File: src/rtl/scalar_product_feeder.sv
// scalar_product_feeder
// Upstream stage of scalar_product. It collects (a, b) element pairs, one per
// cycle, into packed A/B vectors. Each finished vector pair is presented with
// valid/ready and held stable until it is taken. A last marker ends a short
// vector early, and the unused upper lanes read as zero.
//
// Optional feature: define SP_FEEDER_PINGPONG_EN to get two vector banks.
// With two banks, one bank fills while the other is presented, which sustains
// one element per cycle. With the macro undefined, a single bank alternates
// between filling and presenting.
module scalar_product_feeder #(
    parameter int Nbits = 4,
    parameter int Ndata = 4
) (
    input  logic                   clk,
    input  logic                   rst_n,
    input  logic                   in_valid,
    output logic                   in_ready,
    input  logic [Nbits-1:0]       in_a,
    input  logic [Nbits-1:0]       in_b,
    input  logic                   in_last,
    output logic                   vec_valid,
    input  logic                   vec_ready,
    output logic [Ndata*Nbits-1:0] out_A,
    output logic [Ndata*Nbits-1:0] out_B,
    output logic [$clog2(Ndata):0] fill_level
);

    localparam int CW = $clog2(Ndata) + 1;
    localparam int IW = $clog2(Ndata);
    localparam logic [CW-1:0] LastLane = CW'(Ndata - 1);

    typedef logic [Ndata-1:0][Nbits-1:0] vec_t;

    // count_q is the number of elements written into the filling buffer, so
    // while a buffer is filling it is also the lane index of the next element.
    logic [CW-1:0] count_q, count_d;
    logic [IW-1:0] lane;

    assign lane = count_q[IW-1:0];

`ifdef SP_FEEDER_PINGPONG_EN

    // Each bank has a "done" flag that marks a completed vector still waiting
    // for the consumer. wrPtr selects the bank being filled and rdPtr selects
    // the bank being presented. Both pointers advance alternately, so vectors
    // are presented in the order they completed.
    logic       wrPtr_q, wrPtr_d;
    logic       rdPtr_q, rdPtr_d;
    logic [1:0] done_q, done_d;
    vec_t       bankA_q [2];
    vec_t       bankA_d [2];
    vec_t       bankB_q [2];
    vec_t       bankB_d [2];
    logic       inReadyInt;
    logic       vecValidInt;

    assign inReadyInt  = ~done_q[wrPtr_q];
    assign vecValidInt = done_q[rdPtr_q];

    // Bank storage, completion flags, bank pointers and the fill counter
    always_ff @(posedge clk or negedge rst_n) begin
        if (!rst_n) begin
            wrPtr_q    <= 1'b0;
            rdPtr_q    <= 1'b0;
            done_q     <= 2'b00;
            count_q    <= '0;
            bankA_q[0] <= '0;
            bankA_q[1] <= '0;
            bankB_q[0] <= '0;
            bankB_q[1] <= '0;
        end else begin
            wrPtr_q <= wrPtr_d;
            rdPtr_q <= rdPtr_d;
            done_q  <= done_d;
            count_q <= count_d;
            bankA_q <= bankA_d;
            bankB_q <= bankB_d;
        end
    end

    // The presented bank is released and cleared when it is taken. The filling
    // bank is a different bank whenever an element can be written, so a take
    // and a write in the same cycle never touch the same bank.
    always_comb begin
        wrPtr_d = wrPtr_q;
        rdPtr_d = rdPtr_q;
        done_d  = done_q;
        count_d = count_q;
        bankA_d = bankA_q;
        bankB_d = bankB_q;

        if (vecValidInt && vec_ready) begin
            bankA_d[rdPtr_q] = '0;
            bankB_d[rdPtr_q] = '0;
            done_d[rdPtr_q]  = 1'b0;
            rdPtr_d          = ~rdPtr_q;
        end

        if (in_valid && inReadyInt) begin
            bankA_d[wrPtr_q][lane] = in_a;
            bankB_d[wrPtr_q][lane] = in_b;
            if (count_q == LastLane || in_last) begin
                done_d[wrPtr_q] = 1'b1;
                wrPtr_d         = ~wrPtr_q;
                count_d         = '0;
            end else begin
                count_d = count_q + CW'(1);
            end
        end
    end

    // Outputs: present the bank pointed to by rdPtr and report the filling bank
    always_comb begin
        in_ready   = inReadyInt;
        vec_valid  = vecValidInt;
        out_A      = bankA_q[rdPtr_q];
        out_B      = bankB_q[rdPtr_q];
        fill_level = count_q;
    end

`else

    typedef enum logic {
        FILL = 1'b0,
        FULL = 1'b1
    } state_e;

    state_e state_q, state_d;
    vec_t   bufA_q, bufA_d;
    vec_t   bufB_q, bufB_d;

    // State register, element counter and the single pair of vector buffers
    always_ff @(posedge clk or negedge rst_n) begin
        if (!rst_n) begin
            state_q <= FILL;
            count_q <= '0;
            bufA_q  <= '0;
            bufB_q  <= '0;
        end else begin
            state_q <= state_d;
            count_q <= count_d;
            bufA_q  <= bufA_d;
            bufB_q  <= bufB_d;
        end
    end

    // FILL writes lanes until the last lane or a marked element, then FULL
    // holds everything until the consumer takes it. At that point the buffers
    // are cleared, so the next short vector is padded with zeros.
    always_comb begin
        state_d = state_q;
        count_d = count_q;
        bufA_d  = bufA_q;
        bufB_d  = bufB_q;

        case (state_q)
            FILL: begin
                if (in_valid) begin
                    bufA_d[lane] = in_a;
                    bufB_d[lane] = in_b;
                    count_d      = count_q + CW'(1);
                    if (count_q == LastLane || in_last) begin
                        state_d = FULL;
                    end
                end
            end
            FULL: begin
                if (vec_ready) begin
                    bufA_d  = '0;
                    bufB_d  = '0;
                    count_d = '0;
                    state_d = FILL;
                end
            end
            default: begin
                state_d = FILL;
            end
        endcase
    end

    // Outputs: handshakes follow the state, and the data comes straight from the buffers
    always_comb begin
        in_ready   = (state_q == FILL);
        vec_valid  = (state_q == FULL);
        out_A      = bufA_q;
        out_B      = bufB_q;
        fill_level = count_q;
    end

`endif

endmodule

File: config.mk
export PLATFORM = sky130hd
export DESIGN_NAME = scalar_product_feeder
export DESIGN_NICKNAME = d
export VERILOG_FILES = /design/src/rtl/scalar_product_feeder.sv
export SDC_FILE = /design/constraint.sdc
export NUM_CORES = 1
export LEC_CHECK = 0
export CORE_ASPECT_RATIO = 1.5
export CORE_MARGIN = 2
export CORE_UTILIZATION = 50
export DETAILED_ROUTE_END_ITERATION = 10
export MAX_ROUTING_LAYER = met4
export PLACE_DENSITY = 0.84
export REMOVE_ABC_BUFFERS = 1
export SYNTH_ARGS = -nofsm -noshare
export SYNTH_HDL_FRONTEND = slang
export SYNTH_SLANG_ARGS = --single-unit
File: constraint.sdc
create_clock -name clk -period 3.1 [get_ports clk]
set_input_delay 0.62 -clock clk [delete_from_list [all_inputs] [get_ports clk]]
set_output_delay 0.62 -clock clk [all_outputs]
set_load 0.02 [all_outputs]
Word-level counts from Yosys, hierarchy flattened
Index checks and enable logic that the tools add are counted.
- bits in registers: 36
- latch bits: 0
- RAM bits: 0
- memory bits (read-only): 0
- output and inout bits: 37
- logic and storage cells: 36
- memories kept: 0
- $add $sub $neg: 1
- $mul: 0
- div/mod/pow operators: 0
- order comparisons: 2
- equality and inequality tests: 3
- shift-type cells: 0
- mux-type cells: 16
- bitwise gates (word level): 1
- reduce and logical (&&, ||, !) cells: 3
- operators by type and width (operator ; number):
    case mux 16 bit (2 select lines) ; 2
    2-to-1 mux 16 bit ; 3
    bitwise mux 16 bit ; 2
    demux 4 bit (select 2 bit) ; 1
    2-to-1 mux 3 bit ; 2
    case mux 3 bit (2 select lines) ; 1
    2-to-1 mux 4 bit ; 1
    != test 2 bit (second input constant) ; 2
    adder 3 x 1 -> 3 bit (second input constant) ; 1
    equality test 3 x 2 -> 1 bit (second input constant) ; 1
    less-than comparator 2 x 3 -> 1 bit (second input constant) ; 1
    2-to-1 mux 1 bit ; 3
    greater-or-equal comparator 2 x 1 -> 1 bit (second input constant) ; 1
    case mux 1 bit (2 select lines) ; 1
    AND reduction 2 bit ; 1
    logical AND 1 bit ; 1
    logical OR 1 bit ; 1
    NOT 1 bit ; 1

Longest topological paths before layout
Gate-level depths: netlist (run 1).
- depth in word-level cells: 7
- gate-level depth with buffers: 6
- depth with buffers taken out: 5

Least setup slack after synthesis (run 1)
No wires, ideal clock.
- path kind: register to register
- start point: register count_q[0], in the netlist fill_level[0]
- end point: register bufA_q, in the netlist out_A[8]
- data arrival time: 1.241 ns
- data required time: 2.965 ns
- setup slack: 1.724 ns
- cell stages (with the launch flop): 6
- buffers on the path: 0
- clock period less this slack: 1.376 ns
- cells stage by stage: dfrtp_1 > inv_1 > ha_1 > nand2_2 > mux2i_1 > o21ai_0
- longest elaborated chain between the ends: 7
- ends and longest elaborated chain (element ; line ; RTL):
    start: declaration ; 37 ; logic [CW-1:0] count_q, count_d;
    start signal: assignment ; 142 ; count_q <= count_d;
    less-than comparator 2 x 3 -> 1 bit (implied by the code) or greater-or-equal comparator 2 x 1 -> 1 bit (tied branches) ; 160 ; bufA_d[lane] = in_a;
    logical AND 1 bit (implied by the code) ; 160 ;
    2-to-1 mux 4 bit (implied by the code) ; 160 ;
    demux 4 bit (select 2 bit) * ; 160 ;
    bitwise mux 16 bit * ; 160 ;
    2-to-1 mux 16 bit * ; 159 ; if (in_valid) begin
    case mux 16 bit (2 select lines) * ; 157 ; case (state_q)
    end signal: assignment ; 143 ; bufA_q <= bufA_d;
    end: declaration ; 130 ; vec_t bufA_q, bufA_d;
Every way passes the cells marked *; elsewhere a longest branch is shown, timed or not. The select of a mux whose other input is x is not followed.
A chain may end at the register's enable or synchronous reset.

Final worst setup path (run 1)
- start point: register state_q, in the netlist vec_valid
- end point: output port in_ready
- longest elaborated chain between the ends: 1
- ends and longest elaborated chain (element ; line ; RTL):
    start: declaration ; 129 ; state_e state_q, state_d;
    start signal: assignment ; 141 ; state_q <= state_d;
    NOT 1 bit ; - ;
    end: declaration ; 18 ; output logic in_ready,
Every way passes these cells.

==> results.json, run 1 <==
{
  "finalInstanceArea_um2": 2250,
  "pwr-share-comb": 0.476,
  "start_util": 0.527,
  "grt-ovfl-total": 0,
  "power.total_mw": 2.22,
  "crit_chain": "inv_1 -> clkdlybuf4s50_1",
  "skew_ns": 0.00458,
  "critPathMaxFanout": 16,
  "synthCells": 151,
  "p_int_mw": 1.35,
  "fp.dieW_um": 51.4,
  "max_stage_delay_ns": 0.66,
  "finalWirelength_um": 4010,
  "utilization": 0.705,
  "worstMarginPinSlew_ns": 0.783,
  "setup_viol": 0,
  "diodes": 0,
  "die_h_um": 75.1,
  "setup_tns_ns": 0,
  "cp.required_ns": 2.48,
  "setup.worst_path.end_class": "primary output",
  "avgViaCountPerCell": 5.53,
  "cts_setup_buffers": 0,
  "cts_root_buf": "clkbuf_8",
  "cts_tree": "done",
  "ys_seq_elements": 36,
  "fp.coreArea_um2": 3190,
  "netlist_area_um2": 1680,
  "fin_crit_sh": 0.730,
  "drive_gt1_frac": 0.0697,
  "first_pass_iters": 4,
  "antenna_found_initial": 0,
  "cts_inserted_buffers": 5,
  "synth.distinct_cells": 20,
  "layout-area-overhead-vs-synth_pct": 33.8,
  "io_buffers": 49,
  "hp-class": "in -> async",
  "power_density_nw_per_um2": 985,
  "final_nets": 218,
  "slew_headroom": 0.478,
  "outcome": "completed",
  "ir_drop_uv": 653,
  "slew_violations": 0,
  "hold-worst-slack_ns": 0.413,
  "hold_viol_final": 0,
  "cp-start-kind": "flip-flop",
  "switchingPower_uw": 869,
  "gp_congestion": 0.766,
  "hold_buffers": 0,
  "syn_area_per_cell_um2": 11.1,
  "routedWlPerCell_um": 16.6,
  "yosysWarnings": 0,
  "cts-resized-gates": 0,
  "routed-via-count": 1333,
  "slowest_stage": "dfrtp_1",
  "leakage_nw": 1.11,
  "drtIter0Drc": 24,
  "grt_pass1_vias": 1337,
  "pwr-share-seq": 0.371,
  "clk_pin_slew_ns": 0.07,
  "multi_input_area_um2": 702,
  "critPathKind": "reg -> out",
  "detailed_place_hpwl_um": 2900,
  "fillers": 249,
  "placed_cell_area_um2": 2160,
  "clkPwrFrac": 0.153,
  "drc": 0,
  "switching_share": 0.392,
  "worstPathArrival_ns": 1.64,
  "row_count": 25,
  "fin_crit_ns": 2.26,
  "cap_viol_max_count": 0,
  "grt_pass1_wl_um": 6590,
  "h-tree-depth": 2,
  "cts_sinks": 36,
  "rsz0062_at_grt": "no",
  "ys_seq_area_frac": 0.535,
  "fmax_mhz": 442,
  "die-area_um2": 3860,
  "seqCellArea_um2": 901,
  "cts_max_path_buffers": 2,
  "ant_nets": 0,
  "worstSkewPairLatency_ns": 0.28,
  "io_pins": 50,
  "grt_max_degree": 37,
  "grtUsageTotal": 0.243
}
[sequential cells by signal (all words and copies together) (netlist names)]
name and flops:
fill_level 3, out_A 16, out_B 16, vec_valid 1
[critical path, delay by kind of cell (launching register included)]
family | cells | cell delay (ns)
buffers and inverters | 2 | 0.71
DFF | 1 | 0.66
[kinds of logic (layout without fill, tap and decap cells)]
family,Yosys count,after routing,share of synthesized area
mux,26,26,0.155
flops,36,36,0.535
fa+ha+maj,5,5,0.0372
compound gates,37,37,0.132
simple gates,35,35,0.0929
buf+inv,12,62,0.0476
[final timing paths]
check | to | cells after the start | startpoint | slack, ns
min | out_A[8]$_DFFE_PN0P_ | 1 | rst_n | 0.41
max in group asynchronous | vec_valid$_DFF_PN0_ | 1 | rst_n | 2.19
min reg2reg | out_A[8]$_DFFE_PN0P_ | 2 | out_A[8]$_DFFE_PN0P_ | 0.50
min in group clk | out_A[8]$_DFFE_PN0P_ | 2 | out_A[8]$_DFFE_PN0P_ | 0.50
max | in_ready | 2 | vec_valid$_DFF_PN0_ | 0.84
max reg2reg | out_A[6]$_DFFE_PN0P_ | 4 | vec_valid$_DFF_PN0_ | 1.29
[metrics by stage]
step | setup slack, ns | instances
after floorplan | 1.32 | 143
after global placement | 1.09 | 233
after detailed placement | 1.04 | 233
after CTS | 0.828 | 241
after global routing | 0.777 | 241
final | 0.836 | 241
[metal layers]
metal | vias up | global-route usage | part of all wire
met5 | - | - | 0
met1 | 669 | 0.285 | 0.39
li1 | 619 | - | -
met2 | 34 | 0.395 | 0.55
met4 | 0 | 0.117 | 0.026
met3 | 11 | 0.0556 | 0.033
[synthesized netlist by cell type]
master	number	area share
a21o_1	1	0.0045
a22o_1	8	0.042
and3_1	1	0.0037
buf_2	1	0.0030
buf_4	1	0.0045
buf_6	4	0.027
clkbuf_1	2	0.0045
dfrtp_1	36	0.54
ha_1	5	0.037
inv_1	4	0.0089
mux2i_1	26	0.15
nand2_1	27	0.060
nand2_2	4	0.015
nand2b_1	1	0.0037
nor2_1	1	0.0022
nor2b_4	1	0.0082
o21ai_0	12	0.036
o21ai_1	14	0.042
o21ai_2	1	0.0052
o22ai_1	1	0.0037
[power groups by stage]
stage | sequential [mW] | combinational [mW] | clock, mW
after floorplan | 1.04 | 0.306 | 0
after global placement | 0.820 | 1.03 | 0
after detailed placement | 0.834 | 1.06 | 0
after CTS | 0.826 | 1.06 | 0.346
after global routing | 0.854 | 1.13 | 0.361
final | 0.824 | 1.06 | 0.339
[cell usage in the layout, fill, tap and decap left out]
cell and instances:
a21o_1 1, a22o_1 8, and3_1 1, buf_2 1, buf_4 1, clkbuf_1 2
clkbuf_8 6, clkdlybuf4s50_1 48, dfrtp_1 36, ha_1 5, inv_1 4, mux2i_1 26
nand2_1 27, nand2_2 4, nand2b_1 1, nor2_1 1, nor2b_4 1, o21ai_0 12
o21ai_1 14, o21ai_2 1, o22ai_1 1
[cell type report]
type | instances | share of cell area
timing repair buffer | 50 | 0.219
clock buffer | 8 | 0.0400
multi-input combinational | 103 | 0.312
inverter | 4 | 0.00667
sequential | 36 | 0.400
tap | 40 | 0.0222
(Power assumes the default switching activity.)
==> run 2: changes to the inputs <==
CORE_UTILIZATION = 42   (was 50)
PLACE_DENSITY = 0.75   (was 0.84)
clock period = 2 ns   (was 3.1 ns; I/O delays follow)
==> results.json, run 2 (synthesized netlist as in run 1, its figures left out) <==
{
  "p_int_mw": 2.44,
  "grtUsageTotal": 0.202,
  "finalInstanceArea_um2": 2330,
  "ir_drop_uv": 804,
  "routedWlPerCell_um": 16.3,
  "most-common-layout-cells": "clkdlybuf4s50_1 (48), dfrtp_1 (36), nand2_1 (27), mux2i_1 (26), o21ai_1 (14)",
  "clkPwrFrac": 0.236,
  "cts_setup_buffers": 0,
  "slew_headroom": 0.465,
  "fmax_mhz": 549,
  "first_pass_iters": 4,
  "io_buffers": 49,
  "skew_ns": 0.0136,
  "drtIter0Drc": 36,
  "critPathMaxFanout": 4,
  "cts_sinks": 36,
  "grt_max_degree": 37,
  "grt_pass1_vias": 1379,
  "fp.coreArea_um2": 3890,
  "switching_share": 0.359,
  "setup_viol": 0,
  "cts_tree": "done",
  "fin_cells": 247,
  "avgViaCountPerCell": 5.40,
  "cp-start-kind": "flip-flop",
  "grt_pass1_wl_um": 6730,
  "hold-worst-slack_ns": 0.189,
  "rsz0062_at_grt": "no",
  "hold_buffers": 0,
  "hold_viol_final": 0,
  "io_pins": 50,
  "utilization": 0.600,
  "layout-area-overhead-vs-synth_pct": 38.7,
  "fp.dieW_um": 55.7,
  "mostFrequentLayoutCell": "clkdlybuf4s50_1",
  "h-tree-depth": 2,
  "cts_inserted_buffers": 5,
  "crit_start": "vec_valid$_DFF_PN0_",
  "r2r-start": "vec_valid$_DFF_PN0_",
  "detailed_place_hpwl_um": 2890,
  "cap_viol_max_count": 0,
  "cts_root_buf": "clkbuf_8",
  "drive_gt1_frac": 0.0842,
  "finalWirelength_um": 4030,
  "worstMarginPinSlew_ns": 0.802,
  "cts_max_path_buffers": 2,
  "dpl.cell_count": 239,
  "gp_congestion": 0.780,
  "outcome": "completed",
  "clk_pin_slew_ns": 0.08,
  "hp-class": "in -> async",
  "power_density_nw_per_um2": 1630,
  "slew_violations": 0,
  "diodes": 0,
  "grt-ovfl-total": 0,
  "ant_nets": 0,
  "cts-resized-gates": 0,
  "row_count": 28,
  "setup.worst_path.end_class": "primary output",
  "cp.required_ns": 1.60,
  "die-area_um2": 4540,
  "die_h_um": 81.5,
  "worstPathArrival_ns": 1.42,
  "worstSkewPairLatency_ns": 0.30,
  "placed_cell_area_um2": 2170,
  "routed-via-count": 1334,
  "final_nets": 219,
  "pwr-share-comb": 0.433,
  "drc": 0,
  "leakage_nw": 1.15,
  "start_util": 0.433,
  "switchingPower_mw": 1.37,
  "fillers": 341,
  "critPathKind": "reg -> out",
  "fin_crit_ns": 1.82,
  "fin_crit_sh": 0.911,
  "setup_tns_ns": 0,
  "antenna_found_initial": 0,
  "pwr-share-seq": 0.331
}
run 2: cell types whose count changed in the layout (fill, tap and decap cells not counted), sizes merged:
cell | before | now
buf | 2 | 3
bufinv | 0 | 3
clkbuf | 8 | 5
run 2: final cells by class:
type | count | area [um2] | share of cell area
multi-input combinational | 103 | 702 | 0.301
clock buffer | 5 | 68.8 | 0.0295
sequential | 36 | 901 | 0.386
tap | 45 | 56.3 | 0.0241
timing repair buffer | 51 | 500 | 0.214
clock inverter | 3 | 90.1 | 0.0386
inverter | 4 | 15.0 | 0.00643
run 2: final timing paths:
kind	cells after the start	slack, ns	end
max	2	0.18	in_ready
min in group clk	1	0.51	out_A[2]$_DFFE_PN0P_
min	1	0.19	out_B[6]$_DFFE_PN0P_
max reg2reg	4	0.56	out_B[10]$_DFFE_PN0P_
min reg2reg	1	0.51	out_A[2]$_DFFE_PN0P_
max in group asynchronous	1	1.30	out_A[2]$_DFFE_PN0P_
run 2: power groups by stage:
stage | combinational [mW] | clock (mW) | sequential, mW
floorplan | 0.474 | 0 | 1.62
global placement | 1.62 | 0 | 1.26
detailed placement | 1.67 | 0 | 1.28
CTS | 1.67 | 0.909 | 1.27
global route | 1.77 | 0.944 | 1.31
finish | 1.65 | 0.897 | 1.26
run 2: stage by stage:
stage	total power, mW	setup slack [ns]
global route	4.02	0.114
finish	3.81	0.177
detailed placement	2.95	0.157
global placement	2.88	0.242
floorplan	2.09	0.217
CTS	3.85	0.171
run 2: worst max-delay path, stage by stage, from the launching register on:
cell,delay (ns)
dfrtp_1,0.41
inv_1,0.11
clkdlybuf4s50_1,0.61
run 2: layer usage:
metal  global-route usage  vias to the layer above  share of wire
met5                    -                        -              0
met4               0.0878                        0          0.021
met3               0.0362                        9          0.031
li1                     -                      619              -
met1                0.211                      671           0.38
met2                0.371                       35           0.56
==> run 3: changes to the inputs <==
MAX_ROUTING_LAYER = default   (was met4)
PLACE_DENSITY = 0.76   (was 0.75)
==> results.json, run 3 (synthesized netlist as in run 1, its figures left out) <==
{
  "outcome": "completed",
  "mostFrequentLayoutCell": "clkdlybuf4s50_1",
  "grt_max_degree": 37,
  "setup_viol": 0,
  "grt-ovfl-total": 0,
  "drc": 0,
  "cts_sinks": 36,
  "avgViaCountPerCell": 5.32,
  "drive_gt1_frac": 0.0739,
  "setup.worst_path.end_class": "primary output",
  "finalWirelength_um": 4180,
  "hp-class": "reg -> reg",
  "cp.required_ns": 1.60,
  "ir_drop_uv": 828,
  "layout-area-overhead-vs-synth_pct": 35.3,
  "cts_root_buf": "clkbuf_8",
  "detailed_place_hpwl_um": 3060,
  "gp_congestion": 0.713,
  "worstMarginPinSlew_ns": 0.540,
  "leakage_nw": 1.12,
  "critPathMaxFanout": 4,
  "cts_tree": "done",
  "io_pins": 50,
  "drtIter0Drc": 26,
  "power_density_nw_per_um2": 1520,
  "clk_pin_slew_ns": 0.07,
  "worstSkewPairLatency_ns": 0.28,
  "power.total_mw": 3.46,
  "h-tree-depth": 2,
  "cts-resized-gates": 0,
  "antenna_found_initial": 0,
  "hold_buffers": 0,
  "io_buffers": 49,
  "cts_setup_buffers": 0,
  "hold_depth": 1,
  "row_count": 28,
  "grt_pass1_vias": 1434,
  "final_nets": 220,
  "fin_crit_sh": 0.917,
  "setup_tns_ns": 0,
  "routedWlPerCell_um": 16.8,
  "cts_inserted_buffers": 5,
  "cts_max_path_buffers": 2,
  "cap_viol_max_count": 0,
  "slowest_stage": "clkdlybuf4s50_1",
  "die_h_um": 81.5,
  "die-area_um2": 4540,
  "fmax_mhz": 545,
  "routed-via-count": 1320,
  "hold_viol_final": 0,
  "max_stage_delay_ns": 0.61,
  "cp-start-kind": "flip-flop",
  "crit_chain": "inv_1 -> clkdlybuf4s50_1",
  "grtUsageTotal": 0.203,
  "fp.dieW_um": 55.7,
  "most-common-layout-cells": "clkdlybuf4s50_1 (49), dfrtp_1 (36), nand2_1 (27), mux2i_1 (26), o21ai_1 (14)",
  "diodes": 0,
  "rsz0062_at_grt": "no",
  "fin_crit_ns": 1.83,
  "first_pass_iters": 4,
  "grt_pass1_wl_um": 6970,
  "skew_ns": 0.00340,
  "ant_nets": 0,
  "slew_headroom": 0.639,
  "ff2ff_path_depth": 4,
  "fp.coreArea_um2": 3890,
  "worstPathArrival_ns": 1.43,
  "critPathKind": "reg -> out",
  "start_util": 0.433,
  "slew_violations": 0
}
[run 3: changes by cell type in the layout (fill, tap and decap cells not counted), sizes merged]
cell / delta
clkdlybuf4s50: +1
bufinv: -3
clkbuf: +3
[run 3: through the flow]
stage,hold slack [ns],worst slack [ns],util,cell area [um2],cells
floorplan,0.104,0.217,-,1620,143
global placement,0.486,0.212,0.562,2190,240
detailed placement,0.495,0.156,0.562,2190,240
CTS,0.516,0.168,0.586,2280,248
global route,0.532,0.109,0.586,2280,248
finish,0.513,0.166,0.586,2280,248
[run 3: layout make-up]
class / count / area, um2
multi-input combinational: 103 / 702
inverter: 4 / 15.0
sequential: 36 / 901
fill: 327 / 1610
clock buffer: 8 / 90.1
tap: 45 / 56.3
timing repair buffer: 52 / 513
[run 3: worst paths after layout]
| path | end | from | slack (ns) |
|---|---|---|---|
| worst max register to register | out_B[8]$_DFFE_PN0P_ | vec_valid$_DFF_PN0_ | 0.49 |
| worst min register to register | out_B[1]$_DFFE_PN0P_ | out_B[1]$_DFFE_PN0P_ | 0.51 |
| worst min-delay path | out_B[1]$_DFFE_PN0P_ | out_B[1]$_DFFE_PN0P_ | 0.51 |
| worst max-delay path | in_ready | vec_valid$_DFF_PN0_ | 0.17 |
| max in group asynchronous | out_A[9]$_DFFE_PN0P_ | rst_n | 1.15 |
| min in group asynchronous | out_B[10]$_DFFE_PN0P_ | rst_n | 0.53 |
[run 3: where the power goes]
| group | total, mW | internal, mW | leakage [nW] | switching, mW |
|---|---|---|---|---|
| clock network | 0.526 | 0.281 | 0.0455 | 0.245 |
| logic | 1.66 | 0.797 | 0.595 | 0.867 |
| registers | 1.27 | 1.02 | 0.480 | 0.246 |
[run 3: worst max-delay path, delay by kind of cell, from the launching register on]
| family | cells | cell delay (ns) |
|---|---|---|
| buffers and inverters | 2 | 0.73 |
| flip-flops | 1 | 0.42 |
[run 3: routing by layer]
metal,vias to the layer above,global-route usage,wire [um]
met4,0,0.0951,100
met3,8,0.0425,141
met1,663,0.217,1610
li1,618,-,-
met2,31,0.380,2320
met5,-,0,0
